## src/rtl/onehotclk_async_write_ctrl_pkg.sv

```systemverilog
// Shared one-hot-clock definitions: FSM encodings and counter width.
// The read-side control imports the same package, so the encodings stay in step.
package onehotclk_async_write_ctrl_pkg;

  localparam int CNT_W = 4;

  typedef logic [CNT_W-1:0] ohc_cnt_t;

  typedef enum logic [1:0] {
    ST_IDLE   = 2'd0,
    ST_WAKE   = 2'd1,
    ST_ACTIVE = 2'd2,
    ST_HOLD   = 2'd3
  } ohc_state_e;

  // Write side may run its clock unless one-hot DFT mode is selecting the read clock.
  function automatic logic dft_ok_w(input logic one_hot_enable, input logic tp);
    return !one_hot_enable || tp;
  endfunction

  // Reload value for a cycle budget; a zero budget never loads the counter.
  function automatic ohc_cnt_t cnt_load(input int unsigned cycles);
    return (cycles == 0) ? '0 : ohc_cnt_t'(cycles - 1);
  endfunction

endpackage

```

## src/rtl/onehotclk_async_write_ctrl.sv

```systemverilog
// Write-side clock-gate control for an async FIFO: wakes the write clock on
// demand, accepts writes once awake, and holds the clock briefly after traffic stops.
module onehotclk_async_write_ctrl
  import onehotclk_async_write_ctrl_pkg::*;
#(
  parameter int unsigned WAKE_CYCLES = 2,
  parameter int unsigned HOLD_CYCLES = 4
) (
  input  logic nvdla_core_clk,
  input  logic nvdla_core_rstn,
  input  logic wr_req,
  output logic wr_ready,
  input  logic one_hot_enable,
  input  logic tp,
  output logic enable_w,
  output logic wr_idle
);

  localparam ohc_cnt_t WAKE_LOAD = cnt_load(WAKE_CYCLES);
  localparam ohc_cnt_t HOLD_LOAD = cnt_load(HOLD_CYCLES);

  ohc_state_e state, state_nxt;
  ohc_cnt_t   cnt, cnt_nxt;
  logic       dft_ok;
  logic       func_en;

  always_ff @(posedge nvdla_core_clk or negedge nvdla_core_rstn) begin
    if (!nvdla_core_rstn) begin
      state <= ST_IDLE;
      cnt   <= '0;
    end else begin
      state <= state_nxt;
      cnt   <= cnt_nxt;
    end
  end

  // DFT inputs only gate the outputs; sequencing is identical in every mode.
  always_comb begin
    state_nxt = state;
    cnt_nxt   = cnt;
    case (state)
      ST_IDLE: begin
        if (wr_req) begin
          if (WAKE_CYCLES != 0) begin
            state_nxt = ST_WAKE;
            cnt_nxt   = WAKE_LOAD;
          end else begin
            state_nxt = ST_ACTIVE;
          end
        end
      end
      ST_WAKE: begin
        if (cnt != '0) cnt_nxt   = cnt - ohc_cnt_t'(1);
        else           state_nxt = ST_ACTIVE;
      end
      ST_ACTIVE: begin
        if (!wr_req) begin
          if (HOLD_CYCLES != 0) begin
            state_nxt = ST_HOLD;
            cnt_nxt   = HOLD_LOAD;
          end else begin
            state_nxt = ST_IDLE;
          end
        end
      end
      ST_HOLD: begin
        if (wr_req)          state_nxt = ST_ACTIVE;
        else if (cnt != '0)  cnt_nxt   = cnt - ohc_cnt_t'(1);
        else                 state_nxt = ST_IDLE;
      end
      default: begin
        state_nxt = ST_IDLE;
        cnt_nxt   = '0;
      end
    endcase
  end

  // enable_w must not see wr_req: it comes from registered state and static DFT pins.
  always_comb begin
    dft_ok   = dft_ok_w(one_hot_enable, tp);
    func_en  = (state != ST_IDLE);
    enable_w = func_en && dft_ok;
    wr_ready = wr_req && dft_ok && ((state == ST_ACTIVE) || (state == ST_HOLD));
    wr_idle  = (state == ST_IDLE);
  end

endmodule

```

## config.mk

```make
export PLATFORM = sky130hd
export DESIGN_NAME = onehotclk_async_write_ctrl
export DESIGN_NICKNAME = d
export VERILOG_FILES = /design/src/rtl/onehotclk_async_write_ctrl_pkg.sv /design/src/rtl/onehotclk_async_write_ctrl.sv
export SDC_FILE = /design/constraint.sdc
export NUM_CORES = 1
export LEC_CHECK = 0
export CAP_MARGIN = 20
export CORE_AREA = 2 2 39 41
export CTS_CLUSTER_SIZE = 14
export DETAILED_ROUTE_END_ITERATION = 6
export DIE_AREA = 0 0 41 43
export SLEW_MARGIN = 20
export SYNTH_ARGS = -nofsm -noshare
export SYNTH_HDL_FRONTEND = slang
export SYNTH_SLANG_ARGS = --single-unit
```

## constraint.sdc

```tcl
create_clock -name nvdla_core_clk -period 2.2 [get_ports nvdla_core_clk]
set_input_delay 0.33 -clock nvdla_core_clk [delete_from_list [all_inputs] [get_ports nvdla_core_clk]]
set_output_delay 0.33 -clock nvdla_core_clk [all_outputs]
set_load 0.005 [all_outputs]
```

==> results <==
[state kept, by name, indices dropped and copies added, names as in the netlist]
signal	flops
cnt	4
state	2
[kinds of logic after synthesis]
group	after synthesis	synth area share (%)
fa+ha+maj	1	3.48
buf+inv	4	4.18
mux	2	6.27
compound gates	9	16.7
xor+xnor	1	2.44
simple gates	13	25.1
flops	6	41.8
[power by group through the flow]
stage	clock, W	combinational (W)	sequential [W]
after detailed placement	0	0.000268	0.000229
after global routing	0.000106	0.000301	0.000236
after global placement	0	0.000260	0.000228
after CTS	0.000103	0.000268	0.000228
final	0.0000955	0.000262	0.000228
after floorplan	0	0.000189	0.000212
[cell type report]
cell class | count | area [um^2]
clock buffer | 3 | 22.5
sequential | 6 | 150
timing repair buffer | 7 | 70.1
inverter | 4 | 15.0
multi-input combinational | 26 | 194
tap | 16 | 20.0
fill | 148 | 912
[cells in the final DEF, fill, tap and decap left out]
cell type and instances:
a2111o_1 1, a21oi_1 1, a31oi_1 1, and2_2 1
and4bb_2 1, clkbuf_4 3, clkdlybuf4s50_1 7, dfrtp_1 6
ha_1 1, inv_1 4, mux2_1 2, nand2_1 2
nor2_1 3, nor2b_1 3, nor3_2 1, nor3_4 1
nor4_1 1, o21ai_0 4, o22a_1 1, o31a_1 1
xnor2_1 1
[worst paths after layout]
check	to	slack, ns	cells after the start
min reg2reg	cnt[1]	0.52	1
max in group asynchronous	cnt[1]	1.67	1
min in group nvdla_core_clk	cnt[1]	0.52	1
max reg2reg	cnt[1]	0.58	5
min	state[1]	0.33	1
max	wr_ready	0.24	4
[per-stage QoR]
stage               std cells  hold WS (ns)
finish                     62         0.330
detailed placement         59         0.524
global route               62         0.338
CTS                        62         0.322
floorplan                  36        0.0344
global placement           59         0.506
[critical path, delay by kind of cell]
family,cells,cell delay [ns]
buffers and inverters,2,1.10
and+or+nand+nor,2,0.20
[routing by layer]
metal	global-route usage, %	routed length [um]	part of all wire, %
met5	0	0	0
met1	11.7	316	48
met2	11.6	303	46
met3	1.57	33	5.0
met4	10.0	10	1.5
==> run metrics <==
largest net degree at the start of global routing=8; top-level I/O count=8; crit-path max FO=6; most used cell along the critical path=clkdlybuf4s50_1; peak supply drop=~0.42 mV; fmax=around 500 MHz; crit path DAT=about 1.6 ns; Final ANT Viol Nets=0; power share of the combinational group=between 40 and 50%; PortBufs=7; vias post-DR=284; Seq pwr share=39.0%; ant diodes=0; Crit. Startpoint=wr_req; Wirelength per Cell=10.7 um; clock latency on the worst-skew pair=between 0.2 and 0.25 ns; global route overflow=0; max_slew headroom=76.3%; worst-margin pin slew=around 0.35 ns; # setup viols final=0; DP Worst Slack=roughly 0.22 ns; Worst setup EP type=output port; post-layout util=around a third; clock sinks=6; setup TNS=0 ns; Mapped Area=~360 um^2; Placer Congestion=0.660; Site Rows=14; slowest CP cell=clkdlybuf4s50_1; Tot Pwr=between 0.0005 and 0.0006 W; critical path class=in2out; Worst Path Required=1.87 ns; Initial Utilization=around 26%; final wirelength=between 600 and 700 um; Post-synth EDFFs=0; core area=approximately 1400 um^2; Vias/cell=around 4.6; Synth area leader=dfrtp_1; Net count, final=54; max incr delay on CP=approximately 0.60 ns; Tmin final=1.96 ns; max-slew violations=0; RSZ-0062 raised after global routing=no; Reg clk slew, reported paths=around 0.04 ns; Clock Skews=between 0.0005 and 0.0006 ns; Cells after Synth=36; Sw Pwr=0.000213 W; Post-CTS Setup Inserts=0; global-route wire length before repair=1.02 mm; Area contributors post-synth=dfrtp_1 42%, mux2_1 6.3%, o21ai_0 5.6%; critical path, cell by cell=clkdlybuf4s50_1 > nand2_1 > nor2_1 > clkdlybuf4s50_1; sequential share of the synthesized area=between 40% and 50%; Final Hold Fails=0; initial antenna violation count=0; die height=43 um; synthesis-stage register bit count=6; status=finished clean; DR pass1 iterations=2; YS warnings=0; PD cells=roughly 1200 nW/um^2; post-cts repair resize count=0; H-tree Lvls=1; share of the synthesized area in the top cell type=a little over two fifths; Post-synth top flop=dfrtp_1; worst hold path class=in2async; FFs w/ async S/R, synth=100%; Startpoint Class=input port; internal power=0.000373 W; post-route cell area=472 um^2; leakage=between 0.2 and 0.25 nW; Syn Nets=42; Post-CTS Hold Fix Bufs=0; Layout area overhead=31.4%; die area=~1800 um^2; Avg Cell Area, Syn=roughly 10 um^2; Tcrit/Tclk final=slightly below 90%; most instantiated library cell after synthesis=dfrtp_1; Initial DRC Count=3; placed inst area=roughly 450 um^2; # DRC=0; vias in the first global route=250; power share of the clock group=approximately 16%; clk root buf=clkbuf_4; maximum clock path buffer count=2; MaxCap Viol Count=0; Sw Share=a little over a third; gr usage total=a little under a tenth; CTS Buf Count=3; die extent in x=~41 um; Detailed Place HPWL=526 um; synth cell count leaders=6 x dfrtp_1, 4 x inv_1, 4 x o21ai_0; final worst slack=approximately 0.24 ns; CTS tree=done; FF-to-FF Start=cnt[0]; layout cells sized above 1=between 15 and 20%; Synth cell types=19
(Power assumes the default switching activity.)
